**config.mk**
```make
export PLATFORM = sky130hd
export DESIGN_NAME = ck_rx_flat
export DESIGN_NICKNAME = d
export VERILOG_FILES = /design/src/rtl/ck_pkg.sv /design/src/rtl/ck_rx_if.sv /design/src/rtl/ck_rx.sv /design/src/flat_wrapper.sv
export SDC_FILE = /design/constraint.sdc
export NUM_CORES = 1
export LEC_CHECK = 0
export CAP_MARGIN = 20
export CELL_PAD_IN_SITES_DETAIL_PLACEMENT = 1
export CELL_PAD_IN_SITES_GLOBAL_PLACEMENT = 1
export CORE_ASPECT_RATIO = 0.5
export CORE_UTILIZATION = 43
export CTS_CLUSTER_DIAMETER = 60
export CTS_CLUSTER_SIZE = 40
export DETAILED_ROUTE_END_ITERATION = 12
export PLACE_DENSITY = 0.84
export SYNTH_ARGS = -nofsm -noshare
export SYNTH_HDL_FRONTEND = slang
export SYNTH_SLANG_ARGS = --single-unit
```
**constraint.sdc**
```tcl
create_clock -name clk -period 7.3 [get_ports clk]
set_clock_uncertainty 0.2 [all_clocks]
set_input_delay 1.095 -clock clk [delete_from_list [all_inputs] [get_ports clk]]
set_output_delay 1.095 -clock clk [all_outputs]
set_load 0.01 [all_outputs]
```
**src/rtl/ck_pkg.sv**
```systemverilog
// ck_pkg: shared definitions for the ck sequence generator and checker.
//   ck_state_e : checker FSM states (HUNT, VERIFY, LOCKED)
//   CK_STEP    : default sequence increment
//   bitrev8    : reverse the bit order of a byte
package ck_pkg;

    typedef enum logic [1:0] {
        HUNT,
        VERIFY,
        LOCKED
    } ck_state_e;

    localparam int unsigned CK_STEP = 7;

    function automatic logic [7:0] bitrev8(input logic [7:0] b);
        logic [7:0] r;
        for (int i = 0; i < 8; i++) begin
            r[i] = b[7-i];
        end
        return r;
    endfunction

endpackage

```
**src/rtl/ck_rx_if.sv**
```systemverilog
// ck_rx_if: sample stream into the ck_rx checker and its status outputs.
//   in_valid, in_data            : received (bit-reversed) byte stream
//   locked, match, err_pulse,
//   err_count, expected          : checker status
// master = stream source / status observer, slave = checker.
interface ck_rx_if #(
    parameter int unsigned ERR_W = 16
) ();

    logic             in_valid;
    logic [7:0]       in_data;
    logic             locked;
    logic             match;
    logic             err_pulse;
    logic [ERR_W-1:0] err_count;
    logic [7:0]       expected;

    modport master (
        output in_valid, in_data,
        input  locked, match, err_pulse, err_count, expected
    );

    modport slave (
        input  in_valid, in_data,
        output locked, match, err_pulse, err_count, expected
    );

endinterface

```
**src/rtl/ck_rx.sv**
```systemverilog
// ck_rx: receive-side checker for the bit-reversed arithmetic sequence.
// Acquires the sequence from any starting point, flywheels the prediction
// once locked and counts mismatches seen while locked.
//   clk  : clock, rising edge
//   init : asynchronous active-high reset
//   rx   : ck_rx_if slave (in_valid/in_data in; locked, match, err_pulse,
//          err_count, expected out; all outputs registered)
// ERR_W must match the ERR_W of the connected interface.
module ck_rx
    import ck_pkg::*;
#(
    parameter int unsigned STEP       = CK_STEP,
    parameter int unsigned LOCK_CNT   = 4,
    parameter int unsigned UNLOCK_CNT = 3,
    parameter int unsigned ERR_W      = 16
) (
    input logic    clk,
    input logic    init,
    ck_rx_if.slave rx
);

    localparam int unsigned      RUN_W    = $clog2(LOCK_CNT + 1);
    localparam int unsigned      BAD_W    = $clog2(UNLOCK_CNT + 1);
    localparam logic [7:0]       STEP8    = 8'(STEP);
    localparam logic [RUN_W-1:0] RUN_LOCK = RUN_W'(LOCK_CNT);
    localparam logic [BAD_W-1:0] BAD_DROP = BAD_W'(UNLOCK_CNT);
    localparam logic [ERR_W-1:0] ERR_MAX  = {ERR_W{1'b1}};

    ck_state_e        state_q, state_d;
    logic [RUN_W-1:0] run_q, run_d, run_inc;
    logic [BAD_W-1:0] bad_q, bad_d, bad_inc;
    logic [7:0]       exp_q, exp_d;
    logic [ERR_W-1:0] err_q, err_d;
    logic             locked_q, locked_d;
    logic             match_q, match_d;
    logic             pulse_q, pulse_d;
    logic [7:0]       v;
    logic             hit;

    assign v       = bitrev8(rx.in_data);
    assign hit     = (v == exp_q);
    assign run_inc = run_q + RUN_W'(1);
    assign bad_inc = bad_q + BAD_W'(1);

    // State and registered outputs
    always_ff @(posedge clk or posedge init) begin
        if (init) begin
            state_q  <= HUNT;
            run_q    <= '0;
            bad_q    <= '0;
            exp_q    <= '0;
            err_q    <= '0;
            locked_q <= 1'b0;
            match_q  <= 1'b0;
            pulse_q  <= 1'b0;
        end else begin
            state_q  <= state_d;
            run_q    <= run_d;
            bad_q    <= bad_d;
            exp_q    <= exp_d;
            err_q    <= err_d;
            locked_q <= locked_d;
            match_q  <= match_d;
            pulse_q  <= pulse_d;
        end
    end

    // Next state
    always_comb begin
        state_d = state_q;
        if (rx.in_valid) begin
            unique case (state_q)
                HUNT:    state_d = VERIFY;
                VERIFY:  if (hit && run_inc == RUN_LOCK) state_d = LOCKED;
                LOCKED:  if (!hit && bad_inc == BAD_DROP) state_d = HUNT;
                default: state_d = HUNT;
            endcase
        end
    end

    // Counters, prediction and output strobes
    always_comb begin
        run_d    = run_q;
        bad_d    = bad_q;
        exp_d    = exp_q;
        err_d    = err_q;
        match_d  = 1'b0;
        pulse_d  = 1'b0;
        locked_d = (state_d == LOCKED);
        if (rx.in_valid) begin
            unique case (state_q)
                HUNT: begin
                    exp_d = v + STEP8;
                    run_d = '0;
                    bad_d = '0;
                end
                VERIFY: begin
                    if (hit) begin
                        run_d   = run_inc;
                        exp_d   = exp_q + STEP8;
                        match_d = 1'b1;
                        bad_d   = '0;
                    end else begin
                        // Reseed from the sample; not an error outside LOCKED
                        exp_d = v + STEP8;
                        run_d = '0;
                    end
                end
                LOCKED: begin
                    // Flywheel: advance the prediction regardless of the sample
                    exp_d = exp_q + STEP8;
                    if (hit) begin
                        bad_d   = '0;
                        match_d = 1'b1;
                    end else begin
                        pulse_d = 1'b1;
                        bad_d   = bad_inc;
                        if (err_q != ERR_MAX) err_d = err_q + ERR_W'(1);
                        if (bad_inc == BAD_DROP) begin
                            exp_d = '0;
                            bad_d = '0;
                        end
                    end
                end
                default: ;
            endcase
        end
    end

    assign rx.locked    = locked_q;
    assign rx.match     = match_q;
    assign rx.err_pulse = pulse_q;
    assign rx.err_count = err_q;
    assign rx.expected  = exp_q;

endmodule
```
**src/flat_wrapper.sv**
```systemverilog
// flat-port wrapper written by rule: the top's interface ports become plain ports
module ck_rx_flat import ck_pkg::*;
#(
    parameter int unsigned STEP       = CK_STEP,
    parameter int unsigned LOCK_CNT   = 4,
    parameter int unsigned UNLOCK_CNT = 3,
    parameter int unsigned ERR_W      = 16
)
  (clk, init, rx_in_valid, rx_in_data, rx_locked, rx_match, rx_err_pulse, rx_err_count, rx_expected);
  ck_rx_if #(.ERR_W(ERR_W)) rx_i ();
  input logic clk;
  input logic init;
  input wire logic [$bits(rx_i.in_valid)-1:0] rx_in_valid;
  input wire logic [$bits(rx_i.in_data)-1:0] rx_in_data;
  output wire logic [$bits(rx_i.locked)-1:0] rx_locked;
  output wire logic [$bits(rx_i.match)-1:0] rx_match;
  output wire logic [$bits(rx_i.err_pulse)-1:0] rx_err_pulse;
  output wire logic [$bits(rx_i.err_count)-1:0] rx_err_count;
  output wire logic [$bits(rx_i.expected)-1:0] rx_expected;
  assign rx_i.in_valid = rx_in_valid;
  assign rx_i.in_data = rx_in_data;
  assign rx_locked = rx_i.locked;
  assign rx_match = rx_i.match;
  assign rx_err_pulse = rx_i.err_pulse;
  assign rx_err_count = rx_i.err_count;
  assign rx_expected = rx_i.expected;
  ck_rx #(.STEP(STEP), .LOCK_CNT(LOCK_CNT), .UNLOCK_CNT(UNLOCK_CNT), .ERR_W(ERR_W)) u_core (.clk(clk), .init(init), .rx(rx_i));
endmodule
```
==> summary.md, run 1 <==
| Metric | Value |
|---|---|
| Syn Inst Count | around 220 |
| Fraction of registers with async set or reset after synthesis | between 90% and 100% |
| Share of cells above drive strength 1 | 7.03% |
| Initial DRC Count | 66 |
| Synthesis-to-layout area growth | 26.6% |
| Synth Warn # | 0 |
| Largest area contributor in the netlist | dfrtp_1 |
| Maximum clock frequency | slightly above 0.3 GHz |
| Design Area, Final | around 0.0026 mm² |
| Worst hold path class | flop to flop |
| Clock slew at reported path FFs | roughly 70 ps |
| IO Port Bufs | 37 |
| Antenna viol nets, final | 0 |
| Synth Cell Area | about 0.0021 mm² |
| Worst Setup SP | rx_in_data[1] |
| CTS tree | yes |
| First-pass detailed-route iteration total | 4 |
| Least-Margin Pin Slew | roughly 700 ps |
| Vias post-DR | around 1.7k |
| Pwr Density | approximately 310 mW/mm² |
| Clock root buffer | clkbuf_8 |
| Core Box Area | between 0.004 and 0.005 mm² |
| R2R setup slack | around 4700 ps |
| Routed vias/inst | 5.43 |
| Worst path slowest cell | clkdlybuf4s50_1 |
| Detailed placement HPWL | between 3000 and 4000 µm |
| Tot GR Track Use | roughly a quarter |
| Dpl ws | ~3800 ps |
| Worst Slack Setup Final | 4030 ps |
| CTS Hold Bufs | 0 |
| Critical path class | input pin to flop |
| Placement Rows | 17 |
| Number of global-route vias before repair | approximately 1.9k |
| Post-synth EDFFs | 0 |
| Main synth FF type | dfrtp_1 |
| Max IR drop VDD | ~0.13 mV |
| First-pass GRT wire length | ~9400 µm |
| GPL Wtd Cong | between 0.8 and 0.9 |
| Unique masters post-synth | 44 |
| Final Hold Fails | 0 |
| CP Max Fanout | 9 |
| Overflow after GRT | 0 |
| Filler instances | 525 |
| R2R Path End | u_core.rx.err_count[13] |
| Sequential fraction of the synthesis area | between 40% and 50% |
| Antenna violations before repair | 0 |
| Final #Nets | roughly 280 |
| Die extent in y | 51.0 µm |
| CP top delay family | compound AO/OA/AOI/OAI gates |
| Hold_ws | around 280 ps |
| Area contributors post-synth | dfrtp_1, xnor2_1, xor2_1 |
| WL per Instance | roughly 17 µm |
| Synth Area per Inst | approximately 9.5 µm² |
| Max Cap Viol | 0 |
| Commonest non-fill, non-tap cell in the layout | clkdlybuf4s50_1 |
| Largest net degree at the start of global routing | 35 |
| Crit-path cells | clkdlybuf4s50_1 -> xnor2_1 -> nand4_2 -> o21ai_1 -> o211ai_2 -> nor4b_1 -> a211o_1 |
| Die Area | 0.00509 mm² |
| Die X | ~100 µm |
| Slew margin rel. | a little over half |
| CTS sink cnt | 34 |
| RSZ-0062 raised after global routing | false |
| Diode count | 0 |
| # DRC | 0 |
| Yosys top cell area share | 41.3% |
| Initial core utilization | between 40% and 50% |
| Startpoint Class | input pin |
| Min Tclk post-route | ~3300 ps |
| H-tree levels | 2 |
| Synth Net Count | around 240 |
| Crit path to | u_core.rx.expected[3] |
| TNS Setup | 0 ps |
| Buf/Inv on CP | 1 |
| Total Power | 0.802 mW |
| Post-route clock period utilization | approximately 45% |
| Critical R2R Launch | u_core.state_q[0] |
| Post-route insts no fill | 322 |
| Commonest non-fill, non-tap cells in the layout | clkdlybuf4s50_1, dfrtp_1, inv_1 |
| Crit. End Element | flop |
| Total CTS buffers | 5 |
| Max Root-Sink Buffers | 2 |
| Post-CTS sizing | 0 |
| Reg2Reg Depth | 7 |
| Seq cells post-synth | 34 |
| Drt total wl | ~5400 µm |
| Cells after DPL | approximately 320 |
| Status | finished clean |
| Final Core Density | approximately 58% |
| Setup violators final | 0 |
| Max stage delay on crit path | about 530 ps |
| Post CTS Setup Buffer Count | 0 |
| Crit path DAT | roughly 3300 ps |
| Data required time at the worst endpoint | around 7300 ps |
| Number of stages on the worst setup path | 7 |
| Clk_lat worst skew | 290 ps |
| Final slew viol count | 0 |
| # IOs | 38 |
| Cell Area, Placed | approximately 0.0025 mm² |
| Pleak | around 1.1 nW |
==> how the worst min path moves through the flow <==
stage | startpoint | end | slack [ps] | depth (start not counted)
global route | u_core.run_q[1] | u_core.run_q[1] | 320 | 2
floorplan | u_core.run_q[2] | u_core.run_q[2] | 250 | 2
finish | u_core.run_q[2] | u_core.run_q[2] | 280 | 2
CTS | u_core.run_q[2] | u_core.run_q[2] | 290 | 2
detailed placement | u_core.run_q[2] | u_core.run_q[2] | 270 | 2
global placement | u_core.run_q[2] | u_core.run_q[2] | 260 | 2
==> routing by layer <==
layer | up-vias | global-route usage [%] | part of all wire (%)
met1 | 880 | 30.8 | 46
li1 | 835 | - | -
met5 | - | 0 | 0
met2 | 24 | 43.8 | 51
met3 | 8 | 5.34 | 1.5
met4 | 0 | 7.11 | 1.2
==> cell usage after synthesis (all sizes together), types with 2 or more instances <==
master	instances
dfrtp	34
inv	19
nand2	18
xnor2	16
nor2	13
xor2	13
o21ai	11
nor3	10
ha	9
nand3	8
or3	7
a21oi	6
nand4	6
a211o	5
clkbuf	4
nand2b	4
nor2b	3
nor4	3
a22oi	2
a2bb2oi	2
a31oi	2
and3	2
buf	2
o211ai	2
o21a	2
or4	2
==> cell families after synthesis <==
family	Yosys count	share of synthesized area (%)
muxes	1	0.546
AOI/OAI and AO/OA	40	14.0
and+or+nand+nor	79	21.7
xor gates and xnor gates	29	12.3
adders and majority gates	9	5.46
DFF	34	41.3
buffers and inverters	25	4.67
==> worst min-delay path: stages, from the launching register on <==
cell,delay (ps)
dfrtp_1,340
nand2_1,50
o21ai_0,60
==> power by group <==
part	switching, mW	total [mW]	internal [mW]
Combinational	0.175	0.332	0.157
Sequential	0.0625	0.290	0.227
Clock	0.0716	0.181	0.109
==> state kept, by name (all words and copies together) (netlist names) <==
name                 flops
u_core.rx.match          1
u_core.rx.err_pulse      1
u_core.state_q           2
u_core.bad_q             2
u_core.rx.err_count     16
u_core.rx.expected       8
u_core.rx.locked         1
u_core.run_q             3
==> area by class of cell <==
| class | instances | area, µm² | area share [%] |
|---|---|---|---|
| Clock buffer | 6 | 82.6 | 3.16 |
| Multi-Input combinational cell | 158 | 1110 | 42.7 |
| Clock inverter | 1 | 30.0 | 1.15 |
| Sequential cell | 34 | 851 | 32.6 |
| Tap cell | 66 | 82.6 | 3.16 |
| Timing Repair Buffer | 38 | 378 | 14.5 |
| Inverter | 19 | 71.3 | 2.73 |
Power figures use the tool's default switching activity.
==> inputs of run 2 (changes only) <==
--- a/config.mk
+++ b/config.mk
@@ -9,11 +9,11 @@
 export CELL_PAD_IN_SITES_DETAIL_PLACEMENT = 1
 export CELL_PAD_IN_SITES_GLOBAL_PLACEMENT = 1
 export CORE_ASPECT_RATIO = 0.5
-export CORE_UTILIZATION = 43
+export CORE_UTILIZATION = 36
 export CTS_CLUSTER_DIAMETER = 60
 export CTS_CLUSTER_SIZE = 40
 export DETAILED_ROUTE_END_ITERATION = 12
-export PLACE_DENSITY = 0.84
+export PLACE_DENSITY = 0.75
 export SYNTH_ARGS = -nofsm -noshare
 export SYNTH_HDL_FRONTEND = slang
 export SYNTH_SLANG_ARGS = --single-unit
==> constraint.sdc (replaced) <==
create_clock -name clk -period 2.7 [get_ports clk]
set_clock_uncertainty 0.2 [all_clocks]
set_input_delay 0.405 -clock clk [delete_from_list [all_inputs] [get_ports clk]]
set_output_delay 0.405 -clock clk [all_outputs]
set_load 0.01 [all_outputs]
==> summary.md, run 2 (synthesis results as in run 1) <==
| Metric | Value |
|---|---|
| Data required time at the worst endpoint | 2690 ps (-4640 ps) |
| Final slew viol count | 0 (unchanged) |
| Crit. End Element | flop |
| CTS sink cnt | 34 (unchanged) |
| Number of global-route vias before repair | 1984 (+5.3%) |
| First-pass GRT wire length | 9390 µm (-0.59%) |
| # DRC | 0 (unchanged) |
| Commonest non-fill, non-tap cells in the layout | clkdlybuf4s50_1, dfrtp_1, inv_1 |
| Vias post-DR | 1785 (+2.2%) |
| Antenna violations before repair | 0 (unchanged) |
| Pwr Density | 867 mW/mm² (+180%) |
| Filler instances | 615 (+17%) |
| Status | finished clean |
| Initial DRC Count | 51 (-23%) |
| Core Box Area | 0.00549 mm² (+22%) |
| Max reg flops | 16 (unchanged) |
| Design Area, Final | 0.00277 mm² (+5.9%) |
| Maximum clock frequency | 0.408 GHz |
| Worst path slowest cell | or4_1 |
| Post-route clock period utilization | slightly above 90% |
| Largest net degree at the start of global routing | 35 (unchanged) |
| Clock root buffer | clkbuf_16 |
| Least-Margin Pin Slew | 651 ps (-33.9 ps) |
| Max Cap Viol | 0 (unchanged) |
| Cells after DPL | 332 (+5.4%) |
| Drt total wl | 5250 µm (-3.0%) |
| Die X | 109 µm (+9.1%) |
| CTS tree | yes |
| Worst hold path class | flop to flop |
| Hold_ws | 294 ps (+9.93 ps) |
| Initial core utilization | 37.5% (-8.2 points) |
| Max IR drop VDD | 0.413 mV (+220%) |
| Min Tclk post-route | about 2500 ps |
| Overflow after GRT | 0 (unchanged) |
| Crit-path cells | clkdlybuf4s50_1 -> xnor2_1 -> nand4_2 -> o21bai_4 -> or4_1 -> nor2_1 -> xor2_1 |
| Tot GR Track Use | 19.9% (-4.9 points) |
| Crit path DAT | 2450 ps (-850 ps) |
| Total Power | 2.40 mW (+200%) |
| Slew margin rel. | 56.6% (+2.3 points) |
| Clock slew at reported path FFs | 50 ps (-20 ps) |
| Diode count | 0 (unchanged) |
| Post-route insts no fill | 339 (+5.3%) |
| Final #Nets | 286 (+3.6%) |
| Detailed placement HPWL | 3830 µm (-3.4%) |
| Final Hold Fails | 0 (unchanged) |
| Die extent in y | 55.5 µm (+8.9%) |
| GPL Wtd Cong | 0.738 (-12%) |
| Antenna viol nets, final | 0 (unchanged) |
| # IOs | 38 (unchanged) |
| Max Root-Sink Buffers | 2 (unchanged) |
| Cell Area, Placed | 0.00259 mm² (+3.9%) |
| CTS Hold Bufs | 0 (unchanged) |
| Die Area | 0.00605 mm² (+19%) |
| Placement Rows | 19 (+2) |
| IO Port Bufs | 37 (unchanged) |
| Routed vias/inst | 5.27 (-2.9%) |
| RSZ-0062 raised after global routing | false |
| Clk_lat worst skew | 280 ps (about the same) |
| CP Max Fanout | 7 (-2) |
| WL per Instance | 15.5 µm (-7.9%) |
| H-tree levels | 2 (unchanged) |
| TNS Setup | 0 ps (unchanged) |
| Commonest non-fill, non-tap cell in the layout | clkdlybuf4s50_1 |
| Total CTS buffers | 5 (unchanged) |
| Synthesis-to-layout area growth | 34.1% |
| Share of cells above drive strength 1 | 10.9% (+3.9 points) |
| Post CTS Setup Buffer Count | 0 (unchanged) |
| First-pass detailed-route iteration total | 4 (unchanged) |
| Critical path class | input pin to flop |
| Max stage delay on crit path | 680 ps (+150 ps) |
| Startpoint Class | input pin |
| Setup violators final | 0 (unchanged) |
| Pleak | 1.20 nW (+6.6%) |
==> run 2: changes by cell type in the layout (fill, tap and decap cells not counted) <==
| cell | previous run | this run |
|---|---|---|
| buf_4 | 1 | 10 |
| clkbuf_16 | 0 | 5 |
| clkbuf_8 | 6 | 1 |
| buf_12 | 0 | 1 |
| ha_1 | 9 | 8 |
| ha_2 | 0 | 1 |
==> run 2: critical path: cells and delay by family <==
kind | cells | cell delay (ps)
buffers and inverters | 1 | 490
xor gates and xnor gates | 2 | 360
AOI/OAI and AO/OA | 1 | 110
and+or+nand+nor | 3 | 1080
==> run 2: path summary, 6_finish.rpt <==
kind	to	slack (ps)	cells after the start	start
max in group asynchronous	u_core.state_q[0]	1660	3	init
worst max-delay path	u_core.rx.err_count[15]	250	7	rx_in_data[7]
worst min register to register	u_core.run_q[2]	290	2	u_core.run_q[2]
worst max register to register	u_core.rx.err_count[15]	270	7	u_core.state_q[0]
worst min-delay path	u_core.run_q[2]	290	2	u_core.run_q[2]
min in group asynchronous	u_core.rx.expected[1]	320	3	init
==> run 2: power by group <==
part           total (mW)  switching (mW)  internal [mW]
clock               0.666           0.211          0.455
combinational       0.954           0.474          0.479
sequential          0.778           0.161          0.616
total                2.40           0.847           1.55
==> run 2: area by class of cell <==
cell class / count / area (µm²) / share of cell area (%)
multi-input combinational: 158 / 1120 / 40.4
sequential: 34 / 851 / 30.8
timing repair buffer: 48 / 465 / 16.8
clock buffer: 6 / 139 / 5.02
tap: 73 / 91.3 / 3.30
inverter: 19 / 71.3 / 2.58
clock inverter: 1 / 30.0 / 1.09
==> run 2: layer usage <==
metal	track usage, %	share of wire, %	up-vias
met2	33.7	50	27
met3	4.37	2.9	6
met4	4.83	0.97	0
met1	25.8	46	899
li1	-	-	853
met5	0	0	-
==> run 2: stage by stage <==
stage / util, % / setup WS [ps]
CTS: 50.3 / 183
detailed placement: 47.2 / 4.08
floorplan: - / 406
global route: 50.4 / 95.8
finish: 50.4 / 246
global placement: 47.2 / 35.5
==> run 2: timing repair <==
action,in CTS,in global routing
endpoints found under the hold margin,0,0
gates resized for setup,0,1
setup endpoints to repair,0,1
==> inputs of run 3 (changes only) <==
--- a/config.mk
+++ b/config.mk
@@ -13,6 +13,7 @@
 export CTS_CLUSTER_DIAMETER = 60
 export CTS_CLUSTER_SIZE = 40
 export DETAILED_ROUTE_END_ITERATION = 12
+export MAX_ROUTING_LAYER = met4
 export PLACE_DENSITY = 0.75
 export SYNTH_ARGS = -nofsm -noshare
 export SYNTH_HDL_FRONTEND = slang
==> summary.md, run 3 (synthesis results as in run 1) <==
| Metric | Value |
|---|---|
| First-pass GRT wire length | 9400 µm (about the same) |
| Initial DRC Count | 52 (+2.0%) |
| Placement Rows | 19 (unchanged) |
| Post-route insts no fill | 339 (unchanged) |
| Crit-path cells | clkdlybuf4s50_1 -> xnor2_1 -> nand4_2 -> o21bai_4 -> or4_1 -> nor2_1 -> xor2_1 |
| Least-Margin Pin Slew | 646 ps (-4.99 ps) |
| First-pass detailed-route iteration total | 4 (unchanged) |
| Detailed placement HPWL | 3830 µm (unchanged) |
| Pwr Density | 868 mW/mm² (about the same) |
| TNS Setup | 0 ps (unchanged) |
| Die Area | 0.00605 mm² (unchanged) |
| Antenna violations before repair | 0 (unchanged) |
| WL per Instance | 15.5 µm (+0.34%) |
| Die extent in y | 55.5 µm (unchanged) |
| P_int | 1.55 mW (about the same) |
| Setup violators final | 0 (unchanged) |
| CTS sink cnt | 34 (unchanged) |
| R2R Path End | u_core.rx.err_count[15] |
| Clock slew at reported path FFs | 50 ps (about the same) |
| Max Cap Viol | 0 (unchanged) |
| Part of the power in registers | 32.5% (about the same) |
| Maximum clock frequency | 0.407 GHz (about the same) |
| CP Max Fanout | 7 (unchanged) |
| Vias post-DR | 1793 (+0.45%) |
| # DRC | 0 (unchanged) |
| R2R setup slack | 260 ps (about the same) |
| Synthesis-to-layout area growth | 34.1% (unchanged) |
| Share of cells above drive strength 1 | 10.9% (unchanged) |
| Register area | 851 µm² (unchanged) |
| IO Port Bufs | 37 (unchanged) |
| Gate power share | 39.8% (about the same) |
| Total Power | 2.40 mW (about the same) |
| Critical path class | input pin to flop |
| Final Hold Fails | 0 (unchanged) |
| Crit path DAT | 2450 ps (about the same) |
| Max reg flops | 16 (unchanged) |
| Worst Slack Setup Final | 245 ps (-1.43 ps) |
| Pleak | 1.20 nW (unchanged) |
| Clock root buffer | clkbuf_16 |
| Commonest non-fill, non-tap cells in the layout | clkdlybuf4s50_1, dfrtp_1, inv_1 |
| Max stage delay on crit path | 680 ps (about the same) |
| Sw Ratio | 35.4% (+0.061 points) |
| RSZ-0062 raised after global routing | false |
| Core Box Area | 0.00549 mm² (unchanged) |
| Hold path start | u_core.run_q[2] |
| Buf/Inv on CP | 1 (unchanged) |
| Slew margin rel. | 56.9% (+0.33 points) |
| GPL Wtd Cong | 0.747 (+1.2%) |
| Worst path slowest cell | or4_1 |
| Status | finished clean |
| Dpl ws | 4.08 ps (unchanged) |
| H-tree levels | 2 (unchanged) |
| Filler instances | 615 (unchanged) |
| Clk_lat worst skew | 280 ps (about the same) |
| Crit. End Element | flop |
| Cells after DPL | 332 (unchanged) |
| Reg2Reg Depth | 7 (unchanged) |
| Die X | 109 µm (unchanged) |
| Hold Path Sink | u_core.run_q[2] |
| Clk network pwr share | 27.8% (about the same) |
| Drt total wl | 5270 µm (+0.34%) |
| Post CTS Setup Buffer Count | 0 (unchanged) |
| Antenna viol nets, final | 0 (unchanged) |
| Total CTS buffers | 5 (unchanged) |
| CP top delay family | simple AND/OR/NAND/NOR gates |
| Startpoint Class | input pin |
| Final Core Density | 50.4% (unchanged) |
| Final #Nets | 286 (unchanged) |
| CTS tree | yes |
| Commonest non-fill, non-tap cell in the layout | clkdlybuf4s50_1 |
| Tot GR Track Use | 20.6% (+0.66 points) |
| Overflow after GRT | 0 (unchanged) |
| Hold depth | 2 (unchanged) |
| Design Area, Final | 0.00277 mm² (unchanged) |
| # IOs | 38 (unchanged) |
| Data required time at the worst endpoint | 2690 ps (about the same) |
| Routed vias/inst | 5.29 (+0.45%) |
| Initial core utilization | 37.5% (unchanged) |
| Switch Pwr | 0.849 mW (+0.27%) |
| Largest net degree at the start of global routing | 35 (unchanged) |
| Diode count | 0 (unchanged) |
| Multi-input logic area | 0.00112 mm² (unchanged) |
| Critical R2R Launch | u_core.state_q[0] |
| Final slew viol count | 0 (unchanged) |
| Min Tclk post-route | 2460 ps (+1.43 ps) |
| Post-route clock period utilization | 90.9% (about the same) |
| Hold_ws | 294 ps (+0.141 ps) |
| Max Root-Sink Buffers | 2 (unchanged) |
| Number of global-route vias before repair | 1988 (+0.20%) |
| Cell Area, Placed | 0.00259 mm² (unchanged) |
| Max IR drop VDD | 0.413 mV (about the same) |
| Worst hold path class | flop to flop |
## run 3: worst max-delay path by stage
| stage | cells after the start | slack [ps] | startpoint | end |
|---|---|---|---|---|
| floorplan | 9 | 410 | u_core.state_q[0] | u_core.rx.err_count[13] |
| global placement | 7 | 40 | rx_in_data[1] | u_core.rx.err_count[15] |
| detailed placement | 7 | 4 | rx_in_data[7] | u_core.rx.err_count[13] |
| CTS | 7 | 180 | u_core.state_q[0] | u_core.rx.err_count[15] |
| global route | 7 | 100 | u_core.state_q[0] | u_core.rx.err_count[15] |
| finish | 7 | 240 | rx_in_data[7] | u_core.rx.err_count[15] |
## run 3: worst reg2reg max path, delay by kind of cell (launching register included)
kind                       cells  cell delay [ps]
AOI/OAI and AO/OA              1              190
xor gates and xnor gates       1              180
adders and majority gates      1              280
buffers and inverters          1              140
DFF                            1              420
and+or+nand+nor                3              950
## run 3: final cells by class
class,instances,share of cell area [%]
multi-input combinational,158,40.4
sequential,34,30.8
timing repair buffer,48,16.8
clock buffer,6,5.02
tap,73,3.30
inverter,19,2.58
clock inverter,1,1.09
## run 3: power groups by stage
stage | logic [mW] | registers [mW] | clock network [mW]
4_1_cts | 0.956 | 0.779 | 0.673
3_5_place_dp | 0.947 | 0.786 | 0
3_3_place_gp | 0.917 | 0.773 | 0
6_report | 0.955 | 0.779 | 0.666
5_1_grt | 1.05 | 0.801 | 0.703
2_1_floorplan | 0.516 | 0.787 | 0
## run 3: routing by layer
metal	up-vias	track usage (%)	part of all wire (%)	routed length, µm
met1	896	25.8	47	2470
met5	-	-	0	0
met2	36	33.7	49	2600
met4	0	4.83	1.1	57
met3	9	4.72	2.7	142
li1	852	-	-	-
## run 3: timing repair
item                                   4_1_cts  5_1_grt
hold buffers                                 0        0
gates resized for setup                      0        1
endpoints found under the hold margin        0        0
setup endpoints to repair                    0        1
